File: config.mk
export PLATFORM = sky130hd
export DESIGN_NAME = hazard_scoreboard_unit
export DESIGN_NICKNAME = d
export VERILOG_FILES = /design/src/rtl/hazard_scoreboard_unit.sv
export SDC_FILE = /design/constraint.sdc
export NUM_CORES = 1
export LEC_CHECK = 0
export CORE_MARGIN = 3
export CORE_UTILIZATION = 39
export DETAILED_ROUTE_END_ITERATION = 12
export SLEW_MARGIN = 15
export SYNTH_ARGS = -nofsm -noshare
export SYNTH_HDL_FRONTEND = slang
export SYNTH_SLANG_ARGS = --single-unit
export TNS_END_PERCENT = 30
File: constraint.sdc
create_clock -name clk -period 6.7 [get_ports clk]
set_input_delay 1.34 -clock clk [delete_from_list [all_inputs] [get_ports clk]]
set_output_delay 1.34 -clock clk [all_outputs]
set_load 0.01 [all_outputs]
File: src/rtl/hazard_scoreboard_unit.sv
// Load-use / multi-cycle hazard controller for the ID stage of a 5-stage RISC-V pipeline.
// Per-register countdown scoreboard; stalls on RAW/WAW, flush wins over stall, saturating stall counter.
module hazard_scoreboard_unit #(
  parameter int NUM_REGS       = 32,
  parameter int REG_AW         = 5,
  parameter int LOAD_LAT       = 1,
  parameter int MUL_LAT        = 3,
  parameter int CNT_W          = 16,
  parameter int ZERO_HARDWIRED = 1
) (
  input  logic              clk,
  input  logic              reset,
  input  logic              id_valid,
  input  logic [REG_AW-1:0] id_rs1,
  input  logic [REG_AW-1:0] id_rs2,
  input  logic              id_rs1_used,
  input  logic              id_rs2_used,
  input  logic [REG_AW-1:0] id_rd,
  input  logic              id_rd_write,
  input  logic [1:0]        id_op_class,
  input  logic              ex_branch_taken,
  output logic              stall,
  output logic              pc_write,
  output logic              ifid_write,
  output logic              idex_bubble,
  output logic              ifid_flush,
  output logic              pending_any,
  output logic [CNT_W-1:0]  stall_count
);

  localparam int MAX_LAT = (LOAD_LAT > MUL_LAT) ? LOAD_LAT : MUL_LAT;
  localparam int CW      = $clog2(MAX_LAT + 1);
  localparam logic [CW-1:0] LOAD_L = CW'(LOAD_LAT);
  localparam logic [CW-1:0] MUL_L  = CW'(MUL_LAT);

  logic [CW-1:0]          lat;
  logic [NUM_REGS-1:0]    rs1_sel;
  logic [NUM_REGS-1:0]    rs2_sel;
  logic [NUM_REGS-1:0]    rd_sel;
  logic [NUM_REGS-1:0]    pend;
  logic [NUM_REGS*CW-1:0] cnt_flat;
  logic [CW-1:0]          rs1_cnt;
  logic [CW-1:0]          rs2_cnt;
  logic [CW-1:0]          rd_cnt;
  logic                   rs1_zero;
  logic                   rs2_zero;
  logic                   rd_zero;
  logic                   rs1_haz;
  logic                   rs2_haz;
  logic                   waw;
  logic                   hazard;
  logic                   issue;
  logic [CNT_W-1:0]       sc_q;
  logic [CNT_W-1:0]       sc_d;

  always_comb begin
    case (id_op_class)
      2'd1:    lat = LOAD_L;
      2'd2:    lat = MUL_L;
      default: lat = '0;
    endcase
  end

  // Decoded selects never match indices >= NUM_REGS, so those read as zero and are never written.
  generate
    for (genvar gi = 0; gi < NUM_REGS; gi++) begin : g_reg
      localparam bit TRACKED = !((ZERO_HARDWIRED != 0) && (gi == 0));
      logic [CW-1:0] cnt_q;
      logic [CW-1:0] cnt_d;

      assign rs1_sel[gi] = (id_rs1 == REG_AW'(gi));
      assign rs2_sel[gi] = (id_rs2 == REG_AW'(gi));
      assign rd_sel[gi]  = (id_rd  == REG_AW'(gi));

      always_comb begin
        cnt_d = cnt_q;
        if (TRACKED && issue && id_rd_write && rd_sel[gi] && (lat != '0))
          cnt_d = lat;
        else if (cnt_q != '0)
          cnt_d = cnt_q - CW'(1);
      end

      always_ff @(posedge clk or posedge reset) begin
        if (reset) cnt_q <= '0;
        else       cnt_q <= cnt_d;
      end

      assign cnt_flat[gi*CW +: CW] = cnt_q;
      assign pend[gi]              = |cnt_q;
    end
  endgenerate

  always_comb begin
    rs1_cnt = '0;
    rs2_cnt = '0;
    rd_cnt  = '0;
    for (int r = 0; r < NUM_REGS; r++) begin
      if (rs1_sel[r]) rs1_cnt = cnt_flat[r*CW +: CW];
      if (rs2_sel[r]) rs2_cnt = cnt_flat[r*CW +: CW];
      if (rd_sel[r])  rd_cnt  = cnt_flat[r*CW +: CW];
    end
  end

  assign rs1_zero = (ZERO_HARDWIRED != 0) && (id_rs1 == '0);
  assign rs2_zero = (ZERO_HARDWIRED != 0) && (id_rs2 == '0);
  assign rd_zero  = (ZERO_HARDWIRED != 0) && (id_rd  == '0);

  assign rs1_haz = id_rs1_used && (rs1_cnt != '0) && !rs1_zero;
  assign rs2_haz = id_rs2_used && (rs2_cnt != '0) && !rs2_zero;
  // A younger writer may only issue once its result cannot land before the older one.
  assign waw     = id_rd_write && (rd_cnt > lat) && !rd_zero;
  assign hazard  = id_valid && (rs1_haz || rs2_haz || waw);

  assign stall       = hazard && !ex_branch_taken;
  assign ifid_flush  = ex_branch_taken;
  assign idex_bubble = stall || ex_branch_taken;
  assign pc_write    = !stall;
  assign ifid_write  = !stall;
  assign issue       = id_valid && !stall && !ex_branch_taken;
  assign pending_any = |pend;

  always_comb begin
    sc_d = sc_q;
    if (stall && (sc_q != '1)) sc_d = sc_q + CNT_W'(1);
  end

  always_ff @(posedge clk or posedge reset) begin
    if (reset) sc_q <= '0;
    else       sc_q <= sc_d;
  end

  assign stall_count = sc_q;

endmodule

==> out/qor.csv, run 1 <==
metric,value,unit
post-layout util,45.9,%
CP required,5360,ps
"FF+latch count, synth",80,
Power Total,0.00322,W
Rows,49,
clk_skew,10.2,ps
hold crit path type,flip-flop to flip-flop,
via/cell ratio,6.31,
"most common cell after layout, fill and taps aside",dfrtp_1,
FF-to-FF path depth,18,
Final setup viols,0,
warnings from Yosys,0,
"EDFF count, synth",0,
hold path cells,1,
Num CTS Buffers,9,
startpoint types,input port,
RSZ-0062 raised after global routing,yes,
share of cells above drive strength 1,12.4,%
"Cell Area, Placed",8010,sq um
post-layout min period,6470,ps
worst path arrival time,5130,ps
Total Routing Usage GR,26.2,%
# diodes,0,
post-route ant nets,0,
dpl hpwl,20.3,mm
final instance area,8330,sq um
final hold violation count,0,
initial antenna violation count,0,
Avg Inst Size Synth,8.46,sq um
Post-CTS Hold Fix Bufs,0,
period utilisation layout,96.6,%
ys flop type,dfrtp_1,
Final Wtd Congestion,0.996,
Nets,960,
total grt overflow,0,
power per cell area,386,nW/um^2
worst slack at placement,-151,ps
DR pass1 iterations,5,
first-pass GRT wire length,40.7,mm
kind of end point of the critical path,output port,
pin count of the biggest net entering global routing,56,
PortBufs,45,
peak fanout along the critical path,3,
Crit Path Class,input port to output port,
Reg2Reg Capture Point,g_reg[9].cnt_q[1],
status,"complete, no violations",
clk slew on worst S/H paths,70,ps
Post-CTS Setup Repair Bufs,0,
Leak,3.69,nW
Root Driver,clkbuf_16,
syn_nets,918,
worst vdd ir,0.000318,V
Max clock buf depth,2,
Hold Crit Start,stall_count[15],
Slew HR,38.4,%
worst-margin pin slew,917,ps
Synth async-reset ratio,100,%
vias in the first global route,6609,
cell count after synthesis,858,
drt drc,0,
Reg2Reg Setup Slack,2000,ps
Mapped Area,7260,sq um
r2r startpoint,g_reg[6].cnt_q[1],
most frequent cells in the layout,"dfrtp_1 (80), inv_1 (79), nand2_1 (77)",
CTS sink count,80,
area of the die,20300,sq um
Final Max Tran Viols,0,
Max Fclk,0.155,GHz
CP Launch Point,id_rd[0],
# H-tree levels,3,
Initial Util,40.0,%
drt initial violations,929,
# IOs,46,
CTS tree,done,
Worst-Skew Late Latency,350,ps
register area share after synthesis,27.6,%
routed len/inst,23.3,um
synth unique cells,73,
Hold WS,489,ps
Die Width,142,um
max cap viols,0,
final WL,26.4,mm
final setup slack of the worst path,229,ps
Core Area,18100,sq um
crit path to,stall,
area grow syn2layout,14.8,%
total number of vias,7159,
Die Ht,142,um
## power by group
part | switching, W | internal (W)
sequential | 0.000429 | 0.000712
combinational | 0.000835 | 0.000714
clock | 0.000232 | 0.000297
## synthesized netlist by cell type, types with 8 or more instances
library cell | n | area, sq um
a21oi_1 | 43 | 215
a31oi_1 | 13 | 81.3
and3_1 | 9 | 56.3
buf_2 | 15 | 75.1
buf_4 | 8 | 60.1
clkbuf_1 | 19 | 71.3
dfrtp_1 | 80 | 2000
ha_1 | 36 | 450
inv_1 | 80 | 300
mux2_1 | 10 | 113
mux2_2 | 20 | 225
mux2i_1 | 39 | 390
nand2_1 | 77 | 289
nand2b_1 | 18 | 113
nand3_1 | 41 | 205
nand3_2 | 11 | 110
nand4_1 | 15 | 93.8
nor2_1 | 37 | 139
nor2b_1 | 10 | 62.6
nor3_1 | 28 | 140
o211ai_1 | 12 | 90.1
o21ai_0 | 36 | 180
o22ai_1 | 9 | 56.3
o32ai_1 | 9 | 78.8
xor2_1 | 47 | 412
## worst max-delay path, cell delays in order
cell,delay [ps]
dlygate4sd2_1,320
mux4_2,540
nand2_1,80
a21oi_1,60
a31oi_1,160
a311o_1,140
a31oi_1,90
or3_1,380
ha_1,310
nor2b_1,130
o211ai_1,170
a21oi_1,80
a2111oi_2,260
o211ai_1,190
nor3_4,190
nand2b_1,160
inv_1,40
clkdlybuf4s50_1,470
## worst min path at each step
stage,end,slack [ps]
finish,stall_count[15],490
global route,stall_count[15],520
CTS,stall_count[15],490
detailed placement,stall_count[15],480
global placement,stall_count[13],480
floorplan,g_reg[0].cnt_q[0],470
## logic make-up after synthesis
logic type,after synthesis,share of synthesized area [%]
XOR/XNOR,48,5.79
adder cells (fa/ha/maj),36,6.21
AO/OA/AOI/OAI,185,17.1
multiplexers,76,12.2
buffers and inverters,135,8.38
flip-flops,80,27.6
AND/OR/NAND/NOR,298,22.8
## registers in the layout, summed over array words and instances, names as in the netlist
register	flops
g.cnt_q	64
stall_count	16
## per-layer routing
layer / global-route usage (%) / part of all wire (%)
met5: 0 / 0
met4: 8.35 / 2.8
met3: 5.21 / 9.9
met2: 39.6 / 44
met1: 37.6 / 44
## per-stage QoR
step	instances	TNS, ps
2_1_floorplan	858	0
3_3_place_gp	1118	-33.0
3_5_place_dp	1118	-527
4_1_cts	1134	0
5_1_grt	1134	-54.4
6_report	1134	0
## cell type report
| type | count | area (sq um) |
|---|---|---|
| Tap cell | 229 | 287 |
| Multi-Input combinational cell | 643 | 4650 |
| Fill cell | 1807 | 9810 |
| Clock buffer | 9 | 225 |
| Timing Repair Buffer | 86 | 778 |
| Clock inverter | 7 | 85.1 |
| Sequential cell | 80 | 2000 |
| Inverter | 80 | 302 |
## what timing repair did
| item | in CTS | in global routing |
|---|---|---|
| setup endpoints to repair | 4 | 4 |
| pin swaps | 0 | 1 |
| gates resized for setup | 3 | 5 |
No activity file was read; power rests on OpenSTA's default activity.
==> run 2, diff against run 1 <==
CTS_BUF_LIST = sky130_fd_sc_hd__clkbuf_2 sky130_fd_sc_hd__clkbuf_4 sky130_fd_sc_hd__clkbuf_8   (was not set)
==> out/qor.csv, run 2 (synthesized netlist as in run 1, its figures left out) <==
metric,value,unit
Power Total,0.00309,W
Max Fclk,0.154,GHz
Num CTS Buffers,9,
clk slew on worst S/H paths,100,ps
initial antenna violation count,0,
routed len/inst,23.3,um
power per cell area,375,nW/um^2
Final Max Tran Viols,0,
drt drc,0,
Initial Util,40.0,%
kind of end point of the critical path,output port,
total grt overflow,0,
area of the die,20300,sq um
via/cell ratio,6.26,
dpl hpwl,20.3,mm
peak fanout along the critical path,3,
final WL,26.5,mm
status,"complete, no violations",
Crit Path Class,input port to output port,
most frequent cells in the layout,"dfrtp_1 (80), inv_1 (79), nand2_1 (77)",
Combinational Power Share,50.3,%
fillcell total,1827,
final std cells w/o fill,1134,
CTS sink count,80,
post-layout min period,6480,ps
Pint,0.00161,W
Slew HR,40.0,%
hold crit path type,flip-flop to flip-flop,
vias in the first global route,6652,
Multi-input gate area,4650,sq um
Die Width,142,um
Biggest register,g.cnt_q,
RSZ-0062 raised after global routing,yes,
CP required,5360,ps
Root Driver,clkbuf_8,
post-layout util,45.4,%
period utilisation layout,96.7,%
Nets,960,
worst path arrival time,5140,ps
Leak,3.64,nW
max reg flops,64,
drt initial violations,909,
Psw,0.00148,W
switching share of power,48.0,%
final hold violation count,0,
CTS tree,done,
# diodes,0,
Final setup viols,0,
Inst Count DP,1118,
Die Ht,142,um
# IOs,46,
Worst-Skew Late Latency,390,ps
area grow syn2layout,13.5,%
startpoint types,input port,
Rows,49,
PortBufs,45,
total number of vias,7101,
Seq pwr share,36.9,%
DR pass1 iterations,8,
share of cells above drive strength 1,12.4,%
first-pass GRT wire length,40.8,mm
max cap viols,0,
"most common cell after layout, fill and taps aside",dfrtp_1,
worst-margin pin slew,893,ps
Max clock buf depth,2,
# H-tree levels,3,
Post-CTS Hold Fix Bufs,0,
post-route ant nets,0,
Total Routing Usage GR,26.2,%
worst vdd ir,0.000315,V
register area,2000,sq um
Final Wtd Congestion,0.996,
pin count of the biggest net entering global routing,56,
power share of the clock group,12.8,%
clk_skew,15.2,ps
Core Area,18100,sq um
Post-CTS Setup Repair Bufs,0,
[run 2: cell counts in the layout (fill, tap and decap cells not counted)]
Identical to the previous run, type by type.
[run 2: area by class of cell]
| type | count | share of cell area [%] |
|---|---|---|
| Sequential cell | 80 | 24.3 |
| Clock buffer | 9 | 1.50 |
| Tap cell | 229 | 3.48 |
| Timing Repair Buffer | 86 | 9.45 |
| Inverter | 80 | 3.66 |
| Multi-Input combinational cell | 643 | 56.5 |
| Clock inverter | 7 | 1.03 |
[run 2: worst paths after layout]
path | cells after the start | from | to | slack [ps]
setup / recovery | 18 | id_rd[0] | stall | 220
hold / removal | 1 | stall_count[15] | stall_count[15] | 490
setup reg to reg | 18 | g_reg[7].cnt_q[1] | g_reg[9].cnt_q[1] | 2000
hold reg to reg | 1 | stall_count[15] | stall_count[15] | 490
max in group asynchronous | 3 | reset | g_reg[27].cnt_q[1] | 4330
min in group asynchronous | 2 | reset | g_reg[14].cnt_q[0] | 1270
[run 2: timing repair]
item,in CTS,in global routing
pin swaps,0,1
setup endpoints to repair,4,4
gates resized for setup,3,5
gates cloned,0,0
hold endpoints to repair,0,0
[run 2: per-layer routing]
layer	up-vias	track usage, %	part of all wire [%]
li1	3197	-	-
met4	0	8.50	3.0
met5	-	0	0
met2	403	39.7	44
met1	3441	37.3	43
met3	60	5.85	9.9
[run 2: worst max-delay path, stage by stage]
cell             delay [ps]
dlygate4sd2_1           320
mux4_2                  550
nand2_1                  80
a21oi_1                  60
a31oi_1                 160
a311o_1                 150
a31oi_1                 100
or3_1                   380
ha_1                    310
nor2b_1                 130
o211ai_1                170
a21oi_1                  80
a2111oi_2               250
o211ai_1                190
nor3_4                  190
nand2b_1                160
inv_1                    40
clkdlybuf4s50_1         470
[run 2: power groups by stage]
stage,clock [W],combinational [W],sequential (W)
finish,0.000396,0.00155,0.00114
global route,0.000428,0.00174,0.00115
CTS,0.000406,0.00155,0.00111
detailed placement,0,0.00153,0.00112
global placement,0,0.00150,0.00114
floorplan,0,0.00117,0.000910
[run 2: stage by stage]
step | setup slack (ps) | hold slack [ps] | TNS (ps) | cell area (sq um)
floorplan | 561 | 466 | 0 | 7260
global placement | -16.8 | 479 | -33.0 | 8010
detailed placement | -151 | 479 | -527 | 8010
CTS | 52.2 | 496 | 0 | 8220
global route | -54.4 | 528 | -54.4 | 8230
finish | 219 | 489 | 0 | 8230
==> run 3, diff against run 2 <==
MAX_ROUTING_LAYER = met4   (was not set)
==> out/qor.csv, run 3 (synthesized netlist as in run 1, its figures left out) <==
metric,value,unit
DR pass1 iterations,7,
Nets,963,
Biggest register,g.cnt_q,
routed len/inst,23.6,um
Seq pwr share,37.8,%
fillcell total,1840,
# H-tree levels,3,
Root Driver,clkbuf_8,
GRT met1 Usage,37.7,%
Combinational Power Share,50.6,%
Leak,3.65,nW
Pint,0.00157,W
clk_skew,17.1,ps
power per cell area,369,nW/um^2
Max Fclk,0.153,GHz
first-pass GRT wire length,40.9,mm
peak fanout along the critical path,12,
Num CTS Buffers,9,
"most common cell after layout, fill and taps aside",dfrtp_1,
worst path arrival time,5190,ps
pin count of the biggest net entering global routing,49,
Die Ht,142,um
post-route ant nets,0,
worst vdd ir,0.000264,V
Psw,0.00148,W
GRT busiest layer,met2,
startpoint types,input port,
period utilisation layout,97.4,%
post-layout min period,6530,ps
met3 GRT Util,5.41,%
dpl hpwl,20.6,mm
final hold violation count,0,
Final setup viols,0,
Max clock buf depth,2,
worst-margin pin slew,771,ps
Die Width,142,um
CTS sink count,80,
TNS Setup,0,ps
drt initial violations,896,
hold crit path type,flip-flop to flip-flop,
register area,2000,sq um
final instance area,8260,sq um
Slew HR,48.2,%
Post-CTS Setup Repair Bufs,0,
CTS tree,done,
area of the die,20300,sq um
Crit Path Class,input port to output port,
CP required,5360,ps
RSZ-0062 raised after global routing,yes,
area grow syn2layout,13.8,%
Power Total,0.00305,W
"Cell Area, Placed",8060,sq um
Multi-input gate area,4650,sq um
Total Routing Usage GR,27.3,%
initial antenna violation count,0,
via/cell ratio,6.22,
status,"complete, no violations",
PortBufs,45,
drt drc,0,
met2 Use GR,40.0,%
total number of vias,7078,
Initial Util,40.0,%
Worst-Skew Late Latency,390,ps
Core Area,18100,sq um
power share of the clock group,11.6,%
max cap viols,0,
# IOs,46,
most frequent cells in the layout,"dfrtp_1 (80), inv_1 (79), nand2_1 (77)",
switching share of power,48.6,%
Hold WS,495,ps
Rows,49,
Final Max Tran Viols,0,
final WL,26.9,mm
share of cells above drive strength 1,12.6,%
total grt overflow,0,
kind of end point of the critical path,output port,
vias in the first global route,6628,
Final Wtd Congestion,0.976,
clk slew on worst S/H paths,100,ps
max reg flops,64,
-- run 3: cell count changes in the layout (fill, tap and decap cells not counted), sizes merged --
cell / change
buf: +3
clkinv: +2
bufinv: -1
clkdlybuf4s50: +1
diode: +1
dlymetal6s2s: -1
inv: -1
-- run 3: layout make-up --
cell class                 count  area share (%)
multi-input combinational    643            56.4
sequential                    80            24.2
timing repair buffer          89            9.97
inverter                      80            3.65
tap                          229            3.47
clock buffer                   9            1.50
clock inverter                 7           0.773
antenna                        1          0.0303
-- run 3: path summary, 6_finish.rpt --
path / start / end / slack [ps] / cells past startpoint
worst max register to register: g_reg[14].cnt_q[1] / g_reg[9].cnt_q[1] / 2010 / 19
worst min-delay path: stall_count[15] / stall_count[15] / 500 / 1
worst max-delay path: id_rd[3] / stall / 170 / 21
min in group asynchronous: reset / stall_count[11] / 1330 / 2
worst min register to register: stall_count[15] / stall_count[15] / 500 / 1
max in group asynchronous: reset / g_reg[6].cnt_q[1] / 4300 / 3
-- run 3: worst max-delay path: stages --
cell,delay (ps)
clkdlybuf4s50_1,560
buf_4,230
and3b_1,210
a22o_1,180
a32oi_1,160
nor2_1,80
o22ai_1,110
nand3_1,90
o221ai_1,100
a22oi_1,100
o21ai_0,230
ha_1,180
nor2b_1,40
o211ai_1,150
a21oi_1,80
a2111oi_2,300
o211ai_1,180
nor3_4,190
nand2b_1,160
inv_1,40
clkdlybuf4s50_1,470
-- run 3: power by group through the flow --
stage	Clock, W	Combinational [W]	Sequential, W
CTS	0.000365	0.00154	0.00113
global route	0.000381	0.00174	0.00116
floorplan	0	0.00117	0.000910
detailed placement	0	0.00153	0.00113
global placement	0	0.00149	0.00114
finish	0.000353	0.00154	0.00115
-- run 3: metrics by stage --
stage | utilization (%) | worst slack [ps] | std cells
2_1_floorplan | - | 561 | 858
5_1_grt | 45.5 | -86.9 | 1137
3_5_place_dp | 44.4 | -79.2 | 1121
6_report | 45.5 | 172 | 1138
4_1_cts | 45.4 | 149 | 1137
3_3_place_gp | 44.4 | -2.75 | 1121
-- run 3: per-layer routing --
layer  vias to the layer above  wire length, um
li1                       3210                -
met1                      3416            11600
met2                       394            11800
met3                        58             2640
met4                         0              853
met5                         -                0
-- run 3: timing repair --
item | 4_1_cts | 5_1_grt
resized for setup | 2 | 3
hold endpoints to repair | 0 | 0
hold buffers | 0 | 0
setup endpoints to repair | 4 | 4
